<file path="src/rtl/pipe_mux_n_pkg.sv">
// Shared definitions for the pipe_mux_n selector: select-width derivation,
// skid-buffer state encoding and error-counter width.
package pipe_mux_n_pkg;

  // Encoding is {main_valid, skid_valid}; 2'b01 is unreachable.
  typedef enum logic [1:0] {
    ST_EMPTY = 2'b00,
    ST_ONE   = 2'b10,
    ST_FULL  = 2'b11
  } buf_state_e;

  localparam int ERRCNT_W = 8;

  function automatic int sel_w(input int n);
    return (n <= 2) ? 1 : $clog2(n);
  endfunction

endpackage

</file>
<file path="src/rtl/pipe_skid_buf.sv">
// Generic 2-entry valid/ready skid buffer with synchronous flush; in_ready is
// derived from registered occupancy only, never from out_ready.
module pipe_skid_buf
  import pipe_mux_n_pkg::*;
#(
  parameter int W = 33
) (
  input  logic         clk,
  input  logic         rst,
  input  logic         flush,
  input  logic [W-1:0] in_data,
  input  logic         in_valid,
  output logic         in_ready,
  output logic [W-1:0] out_data,
  output logic         out_valid,
  input  logic         out_ready
);

  buf_state_e   state_q, state_d;
  logic [W-1:0] main_q, skid_q;
  logic         accept, fire;
  logic         load_main_in, load_main_skid, load_skid;

  assign in_ready  = (state_q != ST_FULL) && !rst;
  assign out_valid = (state_q == ST_ONE) || (state_q == ST_FULL);
  assign out_data  = main_q;
  assign accept    = in_valid && in_ready;
  assign fire      = out_valid && out_ready;

  always_comb begin
    // NOTE: every output of this block gets a default first so no path can
    // leave a signal unassigned and infer a latch.
    state_d        = state_q;
    load_main_in   = 1'b0;
    load_main_skid = 1'b0;
    load_skid      = 1'b0;
    if (flush) begin
      state_d = ST_EMPTY;
    end else begin
      unique case (state_q)
        ST_EMPTY: if (accept) begin
          state_d      = ST_ONE;
          load_main_in = 1'b1;
        end
        ST_ONE: begin
          if (accept && fire) begin
            load_main_in = 1'b1;
          end else if (accept) begin
            state_d   = ST_FULL;
            load_skid = 1'b1;
          end else if (fire) begin
            state_d = ST_EMPTY;
          end
        end
        ST_FULL: if (fire) begin
          state_d        = ST_ONE;
          load_main_skid = 1'b1;
        end
        default: state_d = ST_EMPTY;
      endcase
    end
  end

  // NOTE: state uses non-blocking assignments so every register samples the
  // pre-edge values regardless of statement order.
  always_ff @(posedge clk) begin
    if (rst) begin
      state_q <= ST_EMPTY;
      // NOTE: data entries are reset because the visible out_data must read
      // zero after reset, not just the valid bits.
      main_q  <= '0;
      skid_q  <= '0;
    end else begin
      state_q <= state_d;
      if (load_main_in)        main_q <= in_data;
      else if (load_main_skid) main_q <= skid_q;
      if (load_skid)           skid_q <= in_data;
    end
  end

endmodule

</file>
<file path="src/rtl/pipe_mux_n.sv">
// N-input WIDTH-bit selector feeding a registered skid-buffer output stage.
// Optional macro PIPE_MUX_ERRCNT_EN adds a saturating bad-select counter err_cnt.
module pipe_mux_n
  import pipe_mux_n_pkg::*;
#(
  parameter  int N_IN  = 4,
  parameter  int WIDTH = 32,
  localparam int SEL_W = sel_w(N_IN)
) (
  input  logic                  clk,
  input  logic                  rst,
  input  logic [N_IN*WIDTH-1:0] in_data,
  input  logic [SEL_W-1:0]      in_sel,
  input  logic                  in_valid,
  output logic                  in_ready,
  input  logic                  flush,
  output logic [WIDTH-1:0]      out_data,
  output logic                  out_valid,
  input  logic                  out_ready,
  output logic                  out_sel_err
`ifdef PIPE_MUX_ERRCNT_EN
  ,
  output logic [ERRCNT_W-1:0]   err_cnt
`endif
);

  logic [WIDTH-1:0] sel_data;
  logic             sel_err;
  logic [WIDTH:0]   buf_out;

  always_comb begin
    sel_data = '0;
    sel_err  = (int'(in_sel) >= N_IN);
    for (int k = 0; k < N_IN; k++) begin
      if (in_sel == SEL_W'(k)) sel_data = in_data[k*WIDTH +: WIDTH];
    end
  end

  // The error flag travels with its data so both leave the buffer together.
  pipe_skid_buf #(
    .W(WIDTH + 1)
  ) u_buf (
    .clk      (clk),
    .rst      (rst),
    .flush    (flush),
    .in_data  ({sel_err, sel_data}),
    .in_valid (in_valid),
    .in_ready (in_ready),
    .out_data (buf_out),
    .out_valid(out_valid),
    .out_ready(out_ready)
  );

  assign out_data    = buf_out[WIDTH-1:0];
  assign out_sel_err = buf_out[WIDTH];

`ifdef PIPE_MUX_ERRCNT_EN
  // Counts every accepted bad select, including beats dropped by flush.
  always_ff @(posedge clk) begin
    if (rst) begin
      err_cnt <= '0;
    end else if (in_valid && in_ready && sel_err && (err_cnt != '1)) begin
      err_cnt <= err_cnt + ERRCNT_W'(1);
    end
  end
`endif

endmodule

</file>
<file path="config.mk">
export PLATFORM = sky130hd
export DESIGN_NAME = pipe_mux_n
export DESIGN_NICKNAME = d
export VERILOG_FILES = /design/src/rtl/pipe_mux_n_pkg.sv /design/src/rtl/pipe_skid_buf.sv /design/src/rtl/pipe_mux_n.sv
export SDC_FILE = /design/constraint.sdc
export NUM_CORES = 1
export LEC_CHECK = 0
export BUFFER_PORTS_ARGS = -buffer_cell sky130_fd_sc_hd__clkbuf_2
export CAP_MARGIN = 20
export CORE_MARGIN = 10
export CORE_UTILIZATION = 47
export DETAILED_ROUTE_END_ITERATION = 8
export MAX_ROUTING_LAYER = met4
export PLACE_DENSITY = 0.8
export SETUP_SLACK_MARGIN = 0.2
export SLEW_MARGIN = 20
export SYNTH_ARGS = -nofsm -noshare
export SYNTH_HDL_FRONTEND = slang
export SYNTH_SLANG_ARGS = --single-unit
</file>
<file path="constraint.sdc">
create_clock -name clk -period 2.2 [get_ports clk]
set_input_delay 0.33 -clock clk [delete_from_list [all_inputs] [get_ports clk]]
set_output_delay 0.33 -clock clk [all_outputs]
set_load 0.005 [all_outputs]
</file>
Word-level counts from Yosys, hierarchy flattened
Cells that the tools add are included.

storage, ports and cells
  register bits after elaboration = 66
  output and inout bits = 35

cells by class
  equality and inequality tests = 10
  reduce and logical (&&, ||, !) cells = 11
  multiplexer cells = 22

operators with widths
  kind                  count
  $mux W32              6
  $mux W2               5
  $mux W1               9
  $eq A2 B2 Y1 const B  4
  $pmux W2 S3           1
  $logic_and A1 B1 Y1   4
  $logic_not A2 Y1      2
  $ne A2 B1 Y1 const B  2
  $ne A2 B2 Y1 const B  2
  $reduce_and A4 Y1     1
  $ne A3 B1 Y1 const B  1
  $eq A2 B1 Y1 const B  1
  $pmux W1 S2           1
  $reduce_bool A2 Y1    1
  $reduce_or A2 Y1      1
  $logic_not A1 Y1      1
  $logic_or A1 B1 Y1    1

Logic depth before layout (Yosys ltp)
Gate-level depths: netlist (run 1).

  depth after elaboration = 8
  gate-level depth with buffers = 8
  gate-level depth less buffers = 6

Hierarchy
From an unflattened synthesis (run 1), not the netlist that was laid out.

unflattened totals
  cell total of the unflattened synthesis = 358
  area, all modules = 3,779.9 um^2

modules (own cells, without submodules)
  module         area each (um^2)  instances  cells each
  pipe_skid_buf  2,961.6           1          318
  pipe_mux_n     818.3             1          40

Worst setup path before layout (run 1)
OpenSTA, ideal clock, no wires.

  path kind = register to register
  start = register u_buf.state_q[0]
  end = register u_buf.main_q[11] (netlist: u_buf.out_data[11])
  library setup time = 146 ps
  path slack = 322 ps
  data required time = 2,054 ps
  arrival time = 1,732 ps
  stages on the path, launching flop included = 8
  path buffers = 2
  path through = dfxtp_1 ha_1 or3b_1 or3_1 buf_6 buf_6 nor2_1 a211oi_2

between the ends
  word-level cells in the longest chain between the ends = 8
  elaborated cells on any way between the ends = 18
  classes of those cells = 3 x eq/ne; 8 x mux; 7 x reduce/logical

RTL lines
  what                                                       line                                                           source
  start: declaration                                         pipe_skid_buf.sv:19                                            buf_state_e state_q, state_d;
  start signal: assignment                                   pipe_skid_buf.sv:74                                            state_q <= state_d;
  $ne A2 B2 Y1 or $eq A2 B2 Y1 (tied branches)               pipe_skid_buf.sv:24, pipe_skid_buf.sv:25, pipe_skid_buf.sv:40
  $logic_and A1 B1 Y1 or $logic_or A1 B1 Y1 (tied branches)  pipe_skid_buf.sv:24, pipe_skid_buf.sv:25
  $logic_and A1 B1 Y1 (on tied branches)                     pipe_skid_buf.sv:27, pipe_skid_buf.sv:28
  $logic_and A1 B1 Y1                                        pipe_skid_buf.sv:46                                            if (accept && fire) begin
  $mux W1                                                    pipe_skid_buf.sv:46
  $pmux W1 S2                                                pipe_skid_buf.sv:40                                            unique case (state_q)
  $mux W1                                                    pipe_skid_buf.sv:37                                            if (flush) begin
  $mux W32 or $reduce_bool A2 Y1 (tied branches)             --
  end signal: assignment                                     pipe_skid_buf.sv:75                                            if (load_main_in) main_q <= in_data;
  end signal: assignment                                     pipe_skid_buf.sv:76                                            else if (load_main_skid) main_q <= skid_q;
  end: declaration                                           pipe_skid_buf.sv:20                                            logic [W-1:0] main_q, skid_q;

Parallel ways exist; a longest one is shown, timed or not.
A chain may end at the register's enable or synchronous reset.

Worst setup path in the final report (run 1)
  start = register u_buf.state_q[0]
  end = register u_buf.main_q[4] (netlist: u_buf.out_data[4])

Same word-level chain as after synthesis.

==> flow_summary.ini, run 1 <==
[placement]
io_buffers = 168
gp_congestion = 0.846
dp_hpwl_mm = 8.02
placed_cell_area_um2 = 4620
place_ws_ps = 107

[power]
leakagePower_nw = 2.35
peakVddDrop_uv = 363
p_per_area_nw_per_um2 = 594

[sta]
finalCritPeriodShare_pct = 89.9
tightest_slew_ps = 871
slew_viol_final = 0
period_minus_slack_ps = 1980
skew_ps = 9.75
slew_headroom_pct = 41.9
hold_violations = 0
setup-violations-final = 0
rsz0062_at_grt = true
setup_tns_ps = 0
fmax_mhz = 506
setup_ws_ps = 222

[setup_path]
r2r_start = u_buf.state_q[0]
crit_arrival_ps = 2160
cp_slowest_cell = or3_4
crit_path_end_kind = register
rrSetupSlack_ps = 220
worstSetupPathType = register to register
r2r_cells = 6
path_max_fanout = 11
cpPeakStageDelay_ps = 490
cp-start-kind = register
worstPathRequired_ps = 2390
crit_path_cell_trace = ha_2 -> or3b_4 -> or3_4 -> buf_12 -> nor2_1 -> a211oi_2
rr_endpoint = u_buf.out_data[4]

[yosys]
syn-num-nets = 491
synthCells = 352
yosysWarnings = 0
ys_seq_area_share_pct = 36.0
ys_types = 26
ys_ff_latch = 66
synth_area_um2 = 3670
syn_avg_cell_area_um2 = 10.4

[clock_tree]
cts_buffers = 9
postCtsHoldBufs = 0
cts-root-buf = clkbuf_8
cts_tree = done
post_cts_buffers = 0
worstSkewPairLatency_ps = 340
htreeDepth = 3
path_clk_slew_ps = 80
clk_path_buf_depth = 2
clock-sinks = 66

[floorplanning]
dieHeight_um = 108
core-area_um2 = 7650
start_util_pct = 48.1
chipWidth_um = 108
die_area_um2 = 11800
rows = 32
pin_count = 170

[run_status]
status = finished, final reports clean

[detailed_routing]
vias_per_cell = 5.38
detail-route-antenna-nets = 0
route.detailed.wl_per_inst_um = 18.2
drt_first_pass_iters = 4
vias = 3364
routed_wl_mm = 11.3
drc_errors = 0
drtIter0Drc = 169

[global_routing]
grt_max_degree = 69
grtUsageTotal_pct = 18.5
antenna_found_initial = 0
grt_pass1_vias = 3578
grt.overflow.total = 0
grt_pass1_wl_mm = 16.9

[worst_hold_path]
hold_path.class = input port to register
min_path_cells = 3
min_from = flush
hold_end = u_buf.state_q[1]

[final_layout]
nFillCells = 616
stdcell_area_um2 = 5100
fin_util_pct = 66.7
area_growth_pct = 38.7
final_layout_size_suffix_gt1_share_pct = 55.1
insertedDiodeCount = 0
final_net_count = 657

[run]
maxCapViolCount = 0
## final cells by class
cell class | instances | area [µm²] | share of cell area [%]
multi-input cells | 250 | 2210 | 43.4
flip-flops and latches | 66 | 1320 | 26.0
repair buffers | 187 | 1170 | 22.9
well taps | 102 | 128 | 2.50
clock buffers | 9 | 124 | 2.43
clock inverters | 7 | 124 | 2.43
inverters | 4 | 15.0 | 0.295
## layer usage
metal	wire, µm	track usage [%]	share of wire (%)
met1	4670	19.7	41
met2	5930	33.0	52
met3	625	3.99	5.5
met4	116	6.87	1.0
met5	0	-	0
## what timing repair did
action,in CTS,in global routing
pin swaps,0,1
resized for setup,3,21
setup endpoints to repair,32,54
cloned,1,7
## registers in the layout, summed over array words and instances, names as in the netlist
signal	flops
u_buf.state_q	2
u_buf.skid_q	32
u_buf.out_data	32
## report_power, final
part / switching, mW / internal, mW
registers: 0.0185 / 1.23
clock network: 0.496 / 0.764
logic: 0.228 / 0.289
## per-stage QoR
stage | power [mW] | std cells | hold slack (ps)
global route | 3.16 | 625 | 356
global placement | 1.73 | 601 | 440
CTS | 3.01 | 618 | 320
floorplan | 1.55 | 352 | 436
finish | 3.03 | 625 | 358
detailed placement | 1.75 | 601 | 446
## worst max-delay path by stage
stage | start | to | slack, ps | depth (start not counted)
final | u_buf.state_q[0] | u_buf.out_data[4] | 220 | 6
after global routing | u_buf.state_q[0] | u_buf.out_data[15] | 170 | 6
after CTS | u_buf.state_q[0] | u_buf.out_data[29] | 210 | 6
after detailed placement | u_buf.state_q[0] | u_buf.out_data[29] | 110 | 6
after global placement | u_buf.state_q[0] | u_buf.out_data[31] | 170 | 6
after floorplan | u_buf.state_q[0] | u_buf.out_data[11] | 320 | 7
## synth_stat cells
library cell / n / area share [%]
conb_1: 1 / 0.10
clkbuf_1: 17 / 1.7
or2_2: 1 / 0.17
a31o_2: 1 / 0.24
buf_1: 1 / 0.10
a2111o_1: 1 / 0.31
nand4_1: 1 / 0.17
buf_4: 1 / 0.20
nand3_1: 3 / 0.41
dfxtp_1: 66 / 36
a211oi_2: 32 / 11
nand2_1: 67 / 6.8
a21oi_1: 33 / 4.5
mux2i_1: 33 / 9.0
and4_1: 1 / 0.24
buf_6: 8 / 2.5
nor3b_1: 1 / 0.20
buf_2: 6 / 0.82
or3_1: 1 / 0.17
or3b_1: 1 / 0.24
a32oi_1: 1 / 0.24
ha_1: 4 / 1.4
inv_1: 4 / 0.41
mux4_2: 32 / 20
nand2b_1: 1 / 0.17
nor2_1: 34 / 3.5
## cell families (layout without fill, tap and decap cells)
kind of cell | count (synthesis) | in the layout | synth area share, %
AO/OA/AOI/OAI | 68 | 68 | 16.2
multiplexers | 65 | 65 | 28.6
buffers and inverters | 37 | 207 | 5.72
other | 1 | 1 | 0.102
flip-flops | 66 | 66 | 36.0
adder cells (fa/ha/maj) | 4 | 4 | 1.36
AND/OR/NAND/NOR | 111 | 112 | 12.1
## critical path: cells and delay by family, from the launching register on
family                     cells  cell delay [ps]
adders and majority gates      1              180
and+or+nand+nor                3             1040
DFF                            1              350
AOI/OAI and AO/OA              1               60
buffers and inverters          1              190
## cell usage in the layout, fill, tap and decap left out, types with 3 or more instances in the layout
master,n
clkbuf_2,167
dfxtp_1,64
nor2_1,23
clkbuf_16,4
nor2_2,10
buf_12,7
inv_1,4
bufinv_16,3
mux2i_1,33
nand2_1,67
mux4_2,32
clkbuf_8,9
a21oi_1,33
inv_6,3
ha_1,3
buf_4,5
a211oi_2,32
No activity file was read; power rests on OpenSTA's default activity.
==> run 2, diff against run 1 <==
--- a/config.mk
+++ b/config.mk
@@ -11,7 +11,7 @@
 export CORE_UTILIZATION = 47
 export DETAILED_ROUTE_END_ITERATION = 8
 export MAX_ROUTING_LAYER = met4
-export PLACE_DENSITY = 0.8
+export PLACE_DENSITY = 0.83
 export SETUP_SLACK_MARGIN = 0.2
 export SLEW_MARGIN = 20
 export SYNTH_ARGS = -nofsm -noshare
==> run 2 against run 1 <==
  * Final cell count decreased by 0.80%
  * Largest power group is now sequential cells
  * Wire length decreased by 3.6%
  * Critical path type unchanged
  * Global-route usage decreased by 0.25 points
  * Critical path depth unchanged
  * Utilization decreased by 1.5 points
  * Setup slack improved by 24 ps
  * Clock skew decreased by 3.1 ps
  * Combinational power about the same
  * Total power decreased by 10%
  * Final area decreased by 2.2%
  * Via count decreased by 1.6%
  * Flip-flop and latch count unchanged
==> flow_summary.ini, run 2 (synthesis gave the netlist of run 1 again) <==
[run_status]
status = finished, final reports clean

[floorplanning]
core-area_um2 = 7650
dieHeight_um = 108
die_area_um2 = 11800
pin_count = 170
start_util_pct = 48.1
chipWidth_um = 108
rows = 32

[run]
maxCapViolCount = 0

[placement]
dp_hpwl_mm = 7.82
gp_congestion = 0.858
io_buffers = 168

[setup_path]
path_max_fanout = 8
crit_arrival_ps = 2140
r2r_cells = 6
cp-start-kind = register
crit_family = simple AND/OR/NAND/NOR gates
rrSetupSlack_ps = 250
path_buf_inv = 1
cp_slowest_cell = or3_4
r2r_start = u_buf.state_q[0]
crit_cells = 6
cpPeakStageDelay_ps = 500
rr_endpoint = u_buf.out_data[25]
crit_path_cell_trace = ha_2 -> or3b_4 -> or3_4 -> clkbuf_16 -> nor2_2 -> a211oi_2
worstPathRequired_ps = 2390
worstSetupPathType = register to register
startpoint = u_buf.state_q[0]
critPathCapture = u_buf.out_data[25]
crit_path_end_kind = register

[detailed_routing]
route.detailed.wl_per_inst_um = 17.6
drtIter0Drc = 125
drc_errors = 0
vias = 3310
vias_per_cell = 5.34
detail-route-antenna-nets = 0
drt_first_pass_iters = 4
routed_wl_mm = 10.9

[clock_tree]
postCtsHoldBufs = 0
cts_tree = done
clk_path_buf_depth = 2
cts_buffers = 9
worstSkewPairLatency_ps = 330
clock-sinks = 66
cts-root-buf = clkbuf_8
path_clk_slew_ps = 70
htreeDepth = 3

[sta]
skew_ps = 6.66
period_minus_slack_ps = 1950
slew_headroom_pct = 42.2
setup-violations-final = 0
finalCritPeriodShare_pct = 88.8
fmax_mhz = 512
slew_viol_final = 0
setup_tns_ps = 0
tightest_slew_ps = 867
rsz0062_at_grt = false
hold_violations = 0

[final_layout]
area_growth_pct = 35.6
fin_util_pct = 65.2
final_layout_size_suffix_gt1_share_pct = 56.6
mostFrequentLayoutCells = clkbuf_2 (167), nand2_1 (67), dfxtp_1 (64), a21oi_1 (33), mux2i_1 (33)
final_net_count = 652
layout_commonest_cell = clkbuf_2
insertedDiodeCount = 0

[worst_hold_path]
min_path_cells = 3
hold_path.class = input port to register

[global_routing]
antenna_found_initial = 0
grt_max_degree = 68
grt_pass1_wl_mm = 16.7
grt.overflow.total = 0
grtUsageTotal_pct = 18.3
grt_pass1_vias = 3476

[power]
switching_share_pct = 26.1
p_per_area_nw_per_um2 = 545
p_switching_uw = 710
sequentialPowerShare_pct = 45.9
leakagePower_nw = 2.28
power_frac_comb_pct = 18.9
p_clk_share_pct = 35.2
peakVddDrop_uv = 333
p_int_mw = 2.01
[run 2: changes by cell type in the layout (fill, tap and decap cells not counted), moves of 2 or more]
cell | before | now
bufinv_16 | 3 | 0
nor2_1 | 23 | 13
clkbuf_8 | 9 | 12
nor2_2 | 10 | 15
clkinv_2 | 0 | 2
nor2_4 | 1 | 6
buf_12 | 7 | 4
inv_6 | 3 | 0
[run 2: worst reg2reg max path: stages (launching register included)]
cell	delay [ps]
dfxtp_4	350
ha_2	180
or3b_4	390
or3_4	500
clkbuf_16	230
nor2_2	110
a211oi_2	50
[run 2: power groups by stage]
stage                     Clock (mW)  Combinational [mW]  Sequential [mW]
after global placement             0               0.454             1.27
after global routing            1.03               0.561             1.25
final                          0.957               0.514             1.25
after CTS                      0.973               0.480             1.25
after detailed placement           0               0.469             1.28
after floorplan                    0               0.276             1.28
[run 2: cell type report]
type                            instances  area [µm²]
Fill cell                             608        2660
Multi-Input combinational cell        249        2250
Sequential cell                        66        1330
Timing Repair Buffer                  183        1080
Clock buffer                           12         165
Tap cell                              102         128
Clock inverter                          4        25.0
Inverter                                4        15.0
[run 2: routing by layer]
metal	global-route usage (%)	wire length, µm
met1	19.8	4260
met2	31.7	5800
met3	4.76	743
met5	-	0
met4	6.31	135
[run 2: worst min-delay path by stage]
stage	start	endpoint
floorplan	u_buf.skid_q[0]	u_buf.skid_q[0]
global placement	u_buf.skid_q[2]	u_buf.skid_q[2]
detailed placement	u_buf.skid_q[4]	u_buf.skid_q[4]
CTS	flush	u_buf.state_q[1]
global route	flush	u_buf.state_q[1]
finish	flush	u_buf.state_q[1]
[run 2: stage by stage]
step / instance area (µm²) / setup WS, ps / power (mW) / instances / hold slack [ps]
global route: 4980 / 192 / 2.84 / 620 / 329
CTS: 4800 / 250 / 2.70 / 615 / 299
detailed placement: 4570 / 133 / 1.75 / 598 / 448
floorplan: 3670 / 322 / 1.55 / 352 / 436
finish: 4980 / 246 / 2.72 / 620 / 312
global placement: 4570 / 188 / 1.73 / 598 / 441
[run 2: timing repair]
item                       in CTS  in global routing
pin swaps                       0                  1
setup buffers                   0                  1
setup endpoints to repair      33                 32
gates cloned                    1                  4
gates resized for setup         3                 32
==> run 3, diff against run 2 <==
--- a/config.mk
+++ b/config.mk
@@ -5,13 +5,14 @@
 export SDC_FILE = /design/constraint.sdc
 export NUM_CORES = 1
 export LEC_CHECK = 0
+export ABC_AREA = 1
 export BUFFER_PORTS_ARGS = -buffer_cell sky130_fd_sc_hd__clkbuf_2
 export CAP_MARGIN = 20
 export CORE_MARGIN = 10
-export CORE_UTILIZATION = 47
+export CORE_UTILIZATION = 50
 export DETAILED_ROUTE_END_ITERATION = 8
 export MAX_ROUTING_LAYER = met4
-export PLACE_DENSITY = 0.83
+export PLACE_DENSITY = 0.85
 export SETUP_SLACK_MARGIN = 0.2
 export SLEW_MARGIN = 20
 export SYNTH_ARGS = -nofsm -noshare
==> run 3 against run 2 <==
  * Total power increased by 3.6%
  * Critical endpoint is now u_buf.out_data[4]
  * Global-route usage up 5.0 points
  * Sequential power about the same
  * Area after synthesis grew 19%
  * Synthesized cell count grew 78%
  * Largest power group unchanged
  * Clock skew about the same
  * Count of clock-buffer cells in the layout is 2 lower
==> flow_summary.ini, run 3 <==
[run_status]
status = finished, final reports clean

[sta]
slew_headroom_pct = 59.0
finalCritPeriodShare_pct = 83.2
period_minus_slack_ps = 1830
tightest_slew_ps = 614
setup-violations-final = 0
hold_violations = 0
fmax_mhz = 546
holdWs_ps = 377
slew_viol_final = 0
setup_tns_ps = 0
rsz0062_at_grt = false
skew_ps = 7.14

[yosys]
synth_area_um2 = 4360
synthMuxAreaShare_pct = 0
yosysWarnings = 0
synthCells = 627
synth_edf_count = 0
ys_seq_area_share_pct = 30.3
synth.top_cell.area_share_pct = 30.3
syn-num-nets = 766
synthAdderAreaFrac_pct = 1.15
yosysTopAreaCell = dfxtp_1
synth_area_leaders = dfxtp_1 (30%), nand2_1 (12%), nand3_1 (9.7%), nand4_1 (9.2%), o21ai_0 (6.4%)
synth_top_family_by_area = simple AND/OR/NAND/NOR gates
ys_types = 27
synthTopCellsByCount = nand2_1 (138), nand3_1 (85), dfxtp_1 (66)
ys_ff_latch = 66
synthXorXnorAreaFrac_pct = 0
yosys.area_share.simple_pct = 41.7
synthArstFlopShare_pct = 0
syn_avg_cell_area_um2 = 6.96
synth_compound_area_share_pct = 16.7
synthFlopType = dfxtp_1
synth.most_common_cell = nand2_1

[worst_hold_path]
min_from = in_data[110]
hold_end = u_buf.skid_q[14]
min_path_cells = 4
hold_path.class = input port to register

[setup_path]
crit_top_cell = nand2_1
r2r_start = u_buf.state_q[0]
crit_arrival_ps = 2050
path_buf_inv = 1
worstSetupPathType = register to register
crit_family = simple AND/OR/NAND/NOR gates
cp_slowest_cell = dfxtp_1
cp-start-kind = register
rrSetupSlack_ps = 370
crit_path_end_kind = register
r2r_cells = 9
rr_endpoint = u_buf.out_data[4]
cpPeakStageDelay_ps = 390
crit_path_cell_trace = ha_2 -> nor2_4 -> nor2_4 -> nand3_2 -> nand2_1 -> buf_4 -> nand2_1 -> nand2_1 -> a21oi_2
worstPathRequired_ps = 2420
path_max_fanout = 32

[clock_tree]
worstSkewPairLatency_ps = 350
htreeDepth = 3
postCtsHoldBufs = 0
clock-sinks = 66
cts_tree = done
cts-root-buf = clkbuf_8
path_clk_slew_ps = 70
cts_buffers = 9
clk_path_buf_depth = 2
cts_resized = 0
post_cts_buffers = 0

[global_routing]
antenna_found_initial = 0
grt_pass1_wl_mm = 24.4
grtUsageTotal_pct = 23.3
grt_max_degree = 65
grt.overflow.total = 0
grt_pass1_vias = 4889

[floorplanning]
pin_count = 170
die_area_um2 = 12900
start_util_pct = 50.8
core-area_um2 = 8590
dieHeight_um = 113
rows = 34
chipWidth_um = 113

[placement]
gp_congestion = 0.911
dp_hpwl_mm = 11.1
io_buffers = 168

[final_layout]
layout_commonest_cell = clkbuf_2
final_layout_size_suffix_gt1_share_pct = 36.3
final_net_count = 895
mostFrequentLayoutCells = clkbuf_2 (168), nand2_1 (138), nand3_1 (85), dfxtp_1 (66), nand4_1 (64)
area_growth_pct = 21.3
insertedDiodeCount = 0

[power]
peakVddDrop_uv = 258
leakagePower_nw = 2.52
p_per_area_nw_per_um2 = 532

[run]
maxCapViolCount = 0

[detailed_routing]
route.detailed.wl_per_inst_um = 17.4
detail-route-antenna-nets = 0
drt_first_pass_iters = 5
routed_wl_mm = 15.1
vias = 5041
vias_per_cell = 5.80
drtIter0Drc = 581
drc_errors = 0
run 3: how the worst max path moves through the flow:
stage,cells past startpoint,start,to
5_1_grt,9,u_buf.state_q[0],u_buf.out_data[12]
3_5_place_dp,7,in_sel[0],u_buf.out_data[26]
3_3_place_gp,7,in_sel[0],u_buf.out_data[26]
2_1_floorplan,11,u_buf.state_q[0],u_buf.out_data[1]
6_report,9,u_buf.state_q[0],u_buf.out_data[4]
4_1_cts,6,u_buf.state_q[0],u_buf.out_data[28]
run 3: worst register-to-register path, cell delays in order (launching register included):
cell and delay [ps]:
dfxtp_1 390, ha_2 330, nor2_4 70, nor2_4 100
nand3_2 130, nand2_1 80, buf_4 330, nand2_1 110
nand2_1 100, a21oi_2 50
run 3: cell type report:
cell class / instances / area, µm²
clock buffer: 10 / 128
clock inverter: 6 / 57.6
fill: 776 / 3300
inverter: 12 / 47.5
multi-input combinational: 484 / 2610
sequential: 66 / 1320
tap: 108 / 135
timing repair buffer: 183 / 995
run 3: kinds of logic (layout without fill, tap and decap cells):
kind of cell	after synthesis	in the layout
simple gates	348	348
compound gates	131	131
buf+inv	77	211
flops	66	66
fa+ha+maj	4	4
other cells	1	1
run 3: metrics by stage:
| stage | setup WS, ps | utilization, % | cell area (µm²) | power [mW] | std cells |
|---|---|---|---|---|---|
| after floorplan | 681 | - | 4360 | 1.62 | 627 |
| after global placement | 305 | 59.4 | 5100 | 1.84 | 853 |
| after detailed placement | 274 | 59.4 | 5100 | 1.86 | 853 |
| after CTS | 256 | 61.5 | 5290 | 2.82 | 869 |
| after global routing | 240 | 61.6 | 5300 | 2.94 | 869 |
| final | 369 | 61.6 | 5300 | 2.82 | 869 |
run 3: power by group:
part | switching [mW] | leakage, nW | internal (mW)
clock network | 0.467 | 0.0958 | 0.515
registers | 0.0254 | 0.536 | 1.23
logic | 0.341 | 1.88 | 0.237
run 3: routing by layer:
metal	part of all wire, %	track usage [%]	up-vias
li1	-	-	2443
met1	43	28.7	2276
met2	47	36.2	286
met3	8.0	5.20	36
met4	2.4	8.80	0
met5	0	-	-
